$ cat src/rtl/darkriscv_arb_pkg.sv
// ============================================================
// darkriscv_arb_pkg - shared types/constants for the dbus arbiter
// rev 1.0
// ============================================================
`default_nettype none

package darkriscv_arb_pkg;

  typedef enum logic [1:0] {
    ST_IDLE     = 2'd0,
    ST_CORE_ACC = 2'd1,
    ST_DMA_ACC  = 2'd2
  } arb_state_t;

  typedef enum logic {
    OWN_CORE = 1'b0,
    OWN_DMA  = 1'b1
  } owner_t;

  localparam logic [2:0]  DLEN_B       = 3'd1;
  localparam logic [2:0]  DLEN_H       = 3'd2;
  localparam logic [2:0]  DLEN_W       = 3'd4;
  localparam logic [31:0] BUS_ERR_DATA = 32'hFFFF_FFFF;

endpackage

`default_nettype wire

$ cat src/rtl/darkriscv_arb_wdog.sv
// ============================================================
// darkriscv_arb_wdog - wait-state watchdog, expires at TIMEOUT
// rev 1.0
// ============================================================
`default_nettype none

module darkriscv_arb_wdog #(
  parameter int TIMEOUT = 255
) (
  input  logic i_clk,
  input  logic i_rst,
  input  logic i_clr,
  input  logic i_en,
  output logic o_expire
);

  logic [7:0] r_cnt;

  always_ff @(posedge i_clk or posedge i_rst) begin
    if (i_rst) begin
      r_cnt <= 8'd0;
    end else if (i_clr) begin
      r_cnt <= 8'd0;
    end else if (i_en && !o_expire) begin
      r_cnt <= r_cnt + 8'd1;
    end
  end

  assign o_expire = i_en && (r_cnt == 8'(TIMEOUT));

endmodule

`default_nettype wire

$ cat src/rtl/darkriscv_dbus_arbiter.sv
// ============================================================
// darkriscv_dbus_arbiter - shares the data-memory port between core and DMA
// rev 1.0
// ============================================================
`default_nettype none

module darkriscv_dbus_arbiter
  import darkriscv_arb_pkg::*;
#(
  parameter int MAX_CORE_STREAK = 4,
  parameter int TIMEOUT         = 255
) (
  input  logic        i_clk,
  input  logic        i_res,
  input  logic [31:0] i_core_daddr,
  input  logic [31:0] i_core_datao,
  input  logic [2:0]  i_core_dlen,
  input  logic        i_core_drd,
  input  logic        i_core_dwr,
  output logic [31:0] o_core_datai,
  output logic        o_core_hlt,
  input  logic        i_dma_req,
  input  logic        i_dma_we,
  input  logic [31:0] i_dma_addr,
  input  logic [31:0] i_dma_wdata,
  input  logic [2:0]  i_dma_dlen,
  output logic [31:0] o_dma_rdata,
  output logic        o_dma_ack,
  output logic        o_dma_err,
  output logic [31:0] o_mem_addr,
  output logic [31:0] o_mem_wdata,
  output logic [2:0]  o_mem_dlen,
  output logic        o_mem_rd,
  output logic        o_mem_wr,
  input  logic [31:0] i_mem_rdata,
  input  logic        i_mem_ready,
  output logic        o_tmo_pulse
);

  arb_state_t  r_state;
  arb_state_t  w_state_nxt;
  owner_t      w_owner;
  logic [3:0]  r_streak;
  logic [31:0] r_mem_addr;
  logic [31:0] r_mem_wdata;
  logic [2:0]  r_mem_dlen;
  logic        r_mem_rd;
  logic        r_mem_wr;
  logic [31:0] r_dma_rdata;
  logic        r_dma_ack;
  logic        r_dma_err;

  logic w_core_rq;
  logic w_dma_pend;
  logic w_idle;
  logic w_in_acc;
  logic w_expire;
  logic w_timeout;
  logic w_done;
  logic w_core_grant;
  logic w_dma_grant;

  assign w_core_rq = i_core_drd | i_core_dwr;
  // The requester still holds dma_req during the ack cycle; masking it stops a duplicate grant.
  assign w_dma_pend = i_dma_req && !r_dma_ack;
  assign w_idle     = (r_state == ST_IDLE);
  assign w_in_acc   = !w_idle;
  assign w_owner    = (r_state == ST_DMA_ACC) ? OWN_DMA : OWN_CORE;
  assign w_timeout  = w_expire && !i_mem_ready;
  assign w_done     = w_in_acc && (i_mem_ready || w_expire);

  assign w_core_grant = w_idle && w_core_rq && (!w_dma_pend || (r_streak < 4'(MAX_CORE_STREAK)));
  assign w_dma_grant  = w_idle && !w_core_grant && w_dma_pend;

  darkriscv_arb_wdog #(
    .TIMEOUT (TIMEOUT)
  ) u_wdog (
    .i_clk    (i_clk),
    .i_rst    (i_res),
    .i_clr    (w_idle),
    .i_en     (w_in_acc),
    .o_expire (w_expire)
  );

  always_ff @(posedge i_clk or posedge i_res) begin
    if (i_res) begin
      r_state <= ST_IDLE;
    end else begin
      r_state <= w_state_nxt;
    end
  end

  always_comb begin
    w_state_nxt = r_state;
    unique case (r_state)
      ST_IDLE: begin
        if (w_core_grant) begin
          w_state_nxt = ST_CORE_ACC;
        end else if (w_dma_grant) begin
          w_state_nxt = ST_DMA_ACC;
        end
      end
      ST_CORE_ACC, ST_DMA_ACC: begin
        if (w_done) begin
          w_state_nxt = ST_IDLE;
        end
      end
      default: w_state_nxt = ST_IDLE;
    endcase
  end

  always_ff @(posedge i_clk or posedge i_res) begin
    if (i_res) begin
      r_mem_addr  <= 32'd0;
      r_mem_wdata <= 32'd0;
      r_mem_dlen  <= 3'd0;
      r_mem_rd    <= 1'b0;
      r_mem_wr    <= 1'b0;
      r_dma_rdata <= 32'd0;
      r_dma_ack   <= 1'b0;
      r_dma_err   <= 1'b0;
      r_streak    <= 4'd0;
    end else begin
      r_dma_ack <= 1'b0;
      r_dma_err <= 1'b0;
      if (w_core_grant) begin
        r_mem_addr  <= i_core_daddr;
        r_mem_wdata <= i_core_datao;
        r_mem_dlen  <= i_core_dlen;
        r_mem_rd    <= !i_core_dwr;
        r_mem_wr    <= i_core_dwr;
      end else if (w_dma_grant) begin
        r_mem_addr  <= i_dma_addr;
        r_mem_wdata <= i_dma_wdata;
        r_mem_dlen  <= i_dma_dlen;
        r_mem_rd    <= !i_dma_we;
        r_mem_wr    <= i_dma_we;
      end else if (w_done) begin
        r_mem_rd <= 1'b0;
        r_mem_wr <= 1'b0;
        if (w_owner == OWN_DMA) begin
          r_dma_ack   <= 1'b1;
          r_dma_err   <= w_timeout;
          r_dma_rdata <= w_timeout ? BUS_ERR_DATA : i_mem_rdata;
        end
      end

      if (!w_dma_pend || w_dma_grant) begin
        r_streak <= 4'd0;
      end else if (w_core_grant && (r_streak != 4'hF)) begin
        r_streak <= r_streak + 4'd1;
      end
    end
  end

  always_comb begin
    o_core_datai = 32'd0;
    if ((r_state == ST_CORE_ACC) && w_done) begin
      o_core_datai = w_timeout ? BUS_ERR_DATA : i_mem_rdata;
    end
  end

  assign o_core_hlt  = w_core_rq && !((r_state == ST_CORE_ACC) && w_done);
  assign o_tmo_pulse = w_timeout;
  assign o_mem_addr  = r_mem_addr;
  assign o_mem_wdata = r_mem_wdata;
  assign o_mem_dlen  = r_mem_dlen;
  assign o_mem_rd    = r_mem_rd;
  assign o_mem_wr    = r_mem_wr;
  assign o_dma_rdata = r_dma_rdata;
  assign o_dma_ack   = r_dma_ack;
  assign o_dma_err   = r_dma_err;

endmodule

`default_nettype wire
$ cat config.mk
export PLATFORM = sky130hd
export DESIGN_NAME = darkriscv_dbus_arbiter
export DESIGN_NICKNAME = d
export VERILOG_FILES = /design/src/rtl/darkriscv_arb_pkg.sv /design/src/rtl/darkriscv_arb_wdog.sv /design/src/rtl/darkriscv_dbus_arbiter.sv
export SDC_FILE = /design/constraint.sdc
export NUM_CORES = 1
export LEC_CHECK = 0
export CORE_MARGIN = 2
export CORE_UTILIZATION = 35
export CTS_CLUSTER_SIZE = 40
export DETAILED_ROUTE_END_ITERATION = 16
export PLACE_DENSITY = 0.77
export SLEW_MARGIN = 5
export SYNTH_ARGS = -nofsm -noshare
export SYNTH_HDL_FRONTEND = slang
export SYNTH_SLANG_ARGS = --single-unit
$ cat constraint.sdc
create_clock -name i_clk -period 4.45 [get_ports i_clk]
set_clock_uncertainty 0.15 [all_clocks]
set_input_delay 1.335 -clock i_clk [delete_from_list [all_inputs] [get_ports i_clk]]
set_output_delay 1.335 -clock i_clk [all_outputs]
set_load 0.01 [all_outputs]
==> Word level (Yosys, flattened, before mapping) <==
Cells that the tools add are included.
{ "word_totals": {"elab_cells": 85, "register_bits": 117, "output_inout_bits": 137, "input_bits": 173} }
{ "classes": {"add_sub_neg": 2, "n_eq_ne": 6, "order_cmp": 1, "n_reduce_logical": 32, "mux": 30, "bitwise": 3} }
{ "op_table": {"columns": ["operator", "count"], "rows": [
  ["32-bit two-way mux", 6],
  ["8-bit two-way mux", 2],
  ["1-bit two-way mux", 14],
  ["1-bit logical AND", 12],
  ["1-bit zero test", 9],
  ["8-bit by 1-bit adder with 8-bit output (second input constant)", 1],
  ["8-bit equality test (second input constant)", 1],
  ["4-bit two-way mux", 2],
  ["2-bit two-way mux", 3],
  ["3-bit two-way mux", 2],
  ["2-bit nonzero test", 3],
  ["4-bit by 1-bit adder with 4-bit output (second input constant)", 1],
  ["4-bit by 3-bit < comparator with 1-bit output (second input constant)", 1],
  ["4-bit != test (second input constant)", 1],
  ["2-bit one-hot mux with 2 select lines", 1],
  ["4-bit AND reduction", 1],
  ["1-bit logical OR", 3],
  ["3-bit by 1-bit != test with 1-bit output (second input constant)", 1],
  ["3-bit nonzero test", 1],
  ["2-bit by 1-bit equality test with 1-bit output (second input constant)", 1],
  ["2-bit equality test (second input constant)", 1],
  ["2-bit zero test", 1],
  ["2-bit != test (second input constant)", 1],
  ["1-bit NOT", 2],
  ["other kinds (3)", 3]
]} }

==> Longest topological paths before layout <==
{ "depth": {"ltp_word": 11, "depth_mapped": 9, "depth_no_buf": 6} }

==> By module <==
A second synthesis with hierarchy kept.
{ "hier_totals": {"cells_unflattened": 642, "area_unflattened_um2": 5437.7} }
{ "by_module_without_submodules": {"columns": ["module", "seq_area_each_um2", "cells_each", "instances", "area_each_um2"], "rows": [
  ["darkriscv_dbus_arbiter", 2727.6, 593, 1, 4943.5],
  ["darkriscv_arb_wdog", 200.2, 49, 1, 494.2]
]} }

==> Least setup slack after synthesis <==
OpenSTA, ideal clock, no wires.
{ "synth_path": {"path_type": "input-to-output", "start": "in i_mem_ready", "end": "out o_core_datai[22]", "path_stages": 6, "required_time_ns": 2.965, "t_arrival_ns": 2.075, "n_path_buf": 2, "setup_slack_ns": 0.890, "path_cell_list": "inv_1 > o22ai_2 > and2_1 > buf_4 > buf_6 > o21a_1"} }
{ "synth_between": {"elab_chain_cells": 4, "word_cells_on_any_way": 7, "cone_classes": "2 x mux; 5 x reduce/logical"} }
{ "synth_rtl": {"columns": ["element", "line_no", "rtl"], "rows": [
  ["start, declared", "darkriscv_dbus_arbiter.sv:36", "input logic i_mem_ready,"],
  ["1-bit zero test or 1-bit logical OR (tied branches)", "darkriscv_dbus_arbiter.sv:69, darkriscv_dbus_arbiter.sv:70", null],
  ["1-bit logical AND (on tied branches)", "darkriscv_dbus_arbiter.sv:69, darkriscv_dbus_arbiter.sv:70", null],
  ["32-bit two-way mux or 1-bit logical AND (tied branches)", "darkriscv_dbus_arbiter.sv:159, darkriscv_dbus_arbiter.sv:158", null],
  ["32-bit two-way mux (*)", "darkriscv_dbus_arbiter.sv:158", "if ((r_state == ST_CORE_ACC) && w_done) begin"],
  ["end, declared", "darkriscv_dbus_arbiter.sv:20", "output logic [31:0] o_core_datai,"]
]} }
Every way passes the cells marked *; elsewhere a longest branch is shown, timed or not.

==> Final worst setup path <==
{ "layout_path": {"start": "in i_mem_ready", "end": "out o_tmo_pulse"} }
{ "layout_between": {"elab_chain_cells": 2} }
{ "layout_rtl": {"columns": ["element", "line_no", "rtl"], "rows": [
  ["1-bit zero test", "darkriscv_dbus_arbiter.sv:69", "assign w_timeout = w_expire && !i_mem_ready;"],
  ["1-bit logical AND", "darkriscv_dbus_arbiter.sv:69", null],
  ["end, declared", "darkriscv_dbus_arbiter.sv:37", "output logic o_tmo_pulse"]
]} }
No other way between the ends.

==> results.sh <==
export IMPL_postCtsHoldBufs=0
export IMPL_async_flop_share=1.00
export IMPL_utilization=0.598
export IMPL_required_ps=2960
export IMPL_diodes=0
export IMPL_initial_core_utilization=0.354
export IMPL_core_rows=46
export IMPL_synth_area_mm2=0.00557
export IMPL_vias_per_cell=4.71
export IMPL_dp_slack_ps=-137
export IMPL_synth_flop_cell="sky130_fd_sc_hd__dfrtp_1"
export IMPL_yosys_mux_area_fraction=0.122
export IMPL_synth_top_family_by_area="compound AO/OA/AOI/OAI gates"
export IMPL_clock_sinks=117
export IMPL_timing_slew_headroom=0.448
export IMPL_power_leakage_nw=4.07
export IMPL_route_met2_wl_um=8090
export IMPL_timing_final_ws_setup_ps=101
export IMPL_gr_total_overflow=0
export IMPL_power_density_mw_per_mm2=648
export IMPL_total_power_mw=6.08
export IMPL_core_area_mm2=0.0157
export IMPL_first_pass_iters=4
export IMPL_grt_pass1_wl_um=24400
export IMPL_max_freq_mhz=230
export IMPL_via_count=4871
export IMPL_mappedNetlistNets=679
export IMPL_worst_path_dominant_cell_family="buffers and inverters"
export IMPL_finalCritPeriodShare=0.977
export IMPL_tritoncts="yes"
export IMPL_worst_skew_pair_late_latency_ps=410
export IMPL_chipHeight_um=130
export IMPL_mostFrequentLayoutCells="276 x sky130_fd_sc_hd__clkdlybuf4s50_1, 117 x sky130_fd_sc_hd__dfrtp_1, 72 x sky130_fd_sc_hd__nand2_1"
export IMPL_synth_xor_area_share=0.00472
export IMPL_layout_drive_gt1_share=0.0697
export IMPL_cp_max_fo=15
export IMPL_clockRootBuffer="sky130_fd_sc_hd__clkbuf_16"
export IMPL_worst_setup_hold_path_clk_slew_ps=60
export IMPL_detailedPlacementHpwl_um=12000
export IMPL_worst_slew_pin_transition_ps=826
export IMPL_hold_viol_final=0
export IMPL_io_pins=310
export IMPL_slowest_stage="sky130_fd_sc_hd__clkdlybuf4s50_1"
export IMPL_final_fill_count=1368
export IMPL_seq_area_frac_synth=0.526
export IMPL_htree_num_levels=4
export IMPL_antenna_violations_before_repair=0
export IMPL_net_total_in_the_final_layout=983
export IMPL_timing_final_crit_period_ps=4350
export IMPL_portBuffers=309
export IMPL_synth_compound_gate_area_share=0.190
export IMPL_vdd_drop_max_v=0.000502
export IMPL_worst_setup_path_type="primary input to primary output"
export IMPL_p_r_area_growth_vs_syn_pct=68.8
export IMPL_avgSynthCellArea_um2=11.1
export IMPL_dieArea_mm2=0.0169
export IMPL_crit_path_frequent_cell="sky130_fd_sc_hd__clkdlybuf4s50_1"
export IMPL_grt_max_degree=135
export IMPL_avgRoutedWirePerCell_um=15.4
export IMPL_worstPathArrival_ps=2860
export IMPL_first_global_vias=4817
export IMPL_worst_path_buf_inv=4
export IMPL_synth_cells=501
export IMPL_ant_nets=0
export IMPL_layout_cells_most_common="sky130_fd_sc_hd__clkdlybuf4s50_1"
export IMPL_setup_worst_path_start_class="primary input"
export IMPL_synthAdderAreaFrac=0.0112
export IMPL_wl_um=16000
export IMPL_timing_final_setup_violations=0
export IMPL_maxCapViolCount=0
export IMPL_drt_iter0_markers=146
export IMPL_drc_errors=0
export IMPL_run_status="complete, no violations"
export IMPL_ys_warnings_count=0
export IMPL_wl_met3_um=1050
export IMPL_worstPathCellList="clkdlybuf4s50_1 -> buf_4 -> nor3_4 -> buf_12 -> clkdlybuf4s50_1"
export IMPL_cp_slowest_stage_delay_ps=540
export IMPL_cts_max_path_buffers=2
export IMPL_die_width_um=130
export IMPL_min_path_type="flip-flop to flip-flop"
export IMPL_yosys_register_bits=117
export IMPL_gp_congestion=0.775
export IMPL_synth_simple_gate_area_frac=0.0890
export IMPL_cp_end_kind="primary output"
export IMPL_unique_masters_post_synth=46
export IMPL_grt_total_usage=0.187
export IMPL_cts_buffers_inserted=17
export IMPL_synth_edf_count=0
export IMPL_highest_metal_layer_used_by_the_detailed_router="met4"
export IMPL_timing_final_max_slew_violations=0
export IMPL_wirelength_met1_um=6590
export IMPL_rsz_0062_raised_after_global_routing="no"
-- per-stage QoR --
| step | setup TNS (ps) | instances | hold WS (ps) | area (um^2) |
|---|---|---|---|---|
| final | 0 | 1034 | 326 | 9390 |
| after global placement | -2180 | 1000 | 310 | 8840 |
| after floorplan | 0 | 501 | 354 | 5570 |
| after global routing | 0 | 1034 | 341 | 9390 |
| after detailed placement | -3720 | 1000 | 319 | 8840 |
| after CTS | 0 | 1032 | 332 | 9360 |
-- synthesized netlist by cell type, types with 2 or more instances --
master / number / share of area
sky130_fd_sc_hd__a21oi_1: 3 / 0.0027
sky130_fd_sc_hd__a31oi_1: 4 / 0.0045
sky130_fd_sc_hd__and2_1: 2 / 0.0022
sky130_fd_sc_hd__and3_1: 3 / 0.0034
sky130_fd_sc_hd__buf_2: 6 / 0.0054
sky130_fd_sc_hd__buf_4: 7 / 0.0094
sky130_fd_sc_hd__buf_6: 16 / 0.032
sky130_fd_sc_hd__clkbuf_1: 10 / 0.0067
sky130_fd_sc_hd__dfrtp_1: 117 / 0.53
sky130_fd_sc_hd__ha_1: 5 / 0.011
sky130_fd_sc_hd__inv_1: 4 / 0.0027
sky130_fd_sc_hd__mux2i_1: 68 / 0.12
sky130_fd_sc_hd__nand2_1: 72 / 0.049
sky130_fd_sc_hd__nand3_1: 2 / 0.0018
sky130_fd_sc_hd__nand3b_1: 2 / 0.0027
sky130_fd_sc_hd__nand4b_1: 2 / 0.0031
sky130_fd_sc_hd__nor2_1: 11 / 0.0074
sky130_fd_sc_hd__o2111ai_1: 2 / 0.0031
sky130_fd_sc_hd__o211ai_1: 2 / 0.0027
sky130_fd_sc_hd__o21a_1: 32 / 0.043
sky130_fd_sc_hd__o21ai_0: 60 / 0.054
sky130_fd_sc_hd__o21ai_1: 13 / 0.012
sky130_fd_sc_hd__o21bai_1: 2 / 0.0027
sky130_fd_sc_hd__o22a_1: 32 / 0.050
sky130_fd_sc_hd__o31ai_1: 2 / 0.0027
sky130_fd_sc_hd__xor2_1: 2 / 0.0031
-- cells by family after synthesis --
logic type | after synthesis
flip-flops | 117
AO/OA/AOI/OAI | 159
XOR/XNOR | 3
buffers and inverters | 43
AND/OR/NAND/NOR | 106
adder cells (fa/ha/maj) | 5
multiplexers | 68
-- timing repair --
item,4_1_cts,5_1_grt
gates resized for setup,33,1
setup buffers,0,1
endpoints found under the setup margin,32,2
gates cloned,0,1
endpoints found under the hold margin,0,0
pin swaps,0,1
-- report_power, final --
| group | switching, mW | total (mW) | internal (mW) |
|---|---|---|---|
| Sequential | 0.255 | 1.83 | 1.57 |
| Combinational | 1.38 | 2.98 | 1.60 |
| Clock | 0.510 | 1.28 | 0.770 |
-- tightest hold or removal path: cells and delay by family (launching register included) --
family          cells  cell delay, ps
compound gates      1              60
flops               1             340
simple gates        1              50
-- per-layer routing --
metal	vias to the layer above	global-route usage
met2	148	0.322
met1	2275	0.223
li1	2431	-
met3	17	0.0537
met5	-	0
met4	0	0.0664
-- flip-flops by register name, indices dropped and copies added, names as in the netlist --
signal	cells
o_dma_rdata	32
o_mem_addr	32
o_mem_wdata	32
u_wdog.r_cnt	8
r_streak	4
o_mem_dlen	3
r_state	2
o_dma_ack	1
o_dma_err	1
o_mem_rd	1
o_mem_wr	1
-- final cells by class --
type	count	area, um^2	area share
multi-input combinational	341	2340	0.250
inverter	4	18.8	0.00200
timing repair buffer	324	3270	0.348
tap	216	270	0.0288
sequential	117	2930	0.312
clock buffer	18	429	0.0457
clock inverter	14	130	0.0139
-- worst paths after layout --
kind                                              from                           to  slack [ps]  cells past startpoint
min in group asynchronous                        i_res    o_mem_addr[3]$_DFFE_PP0P_        1270                      2
max in group asynchronous                        i_res    o_mem_addr[6]$_DFFE_PP0P_        2190                      3
hold / removal             o_mem_wdata[11]$_DFFE_PP0P_  o_mem_wdata[11]$_DFFE_PP0P_         330                      2
hold reg to reg            o_mem_wdata[11]$_DFFE_PP0P_  o_mem_wdata[11]$_DFFE_PP0P_         330                      2
setup / recovery                           i_mem_ready                  o_tmo_pulse         100                      5
setup reg to reg                r_state[1]$_DFFE_PP0P_  o_mem_wdata[31]$_DFFE_PP0P_        1790                      7
No activity file was read; power rests on OpenSTA's default activity.
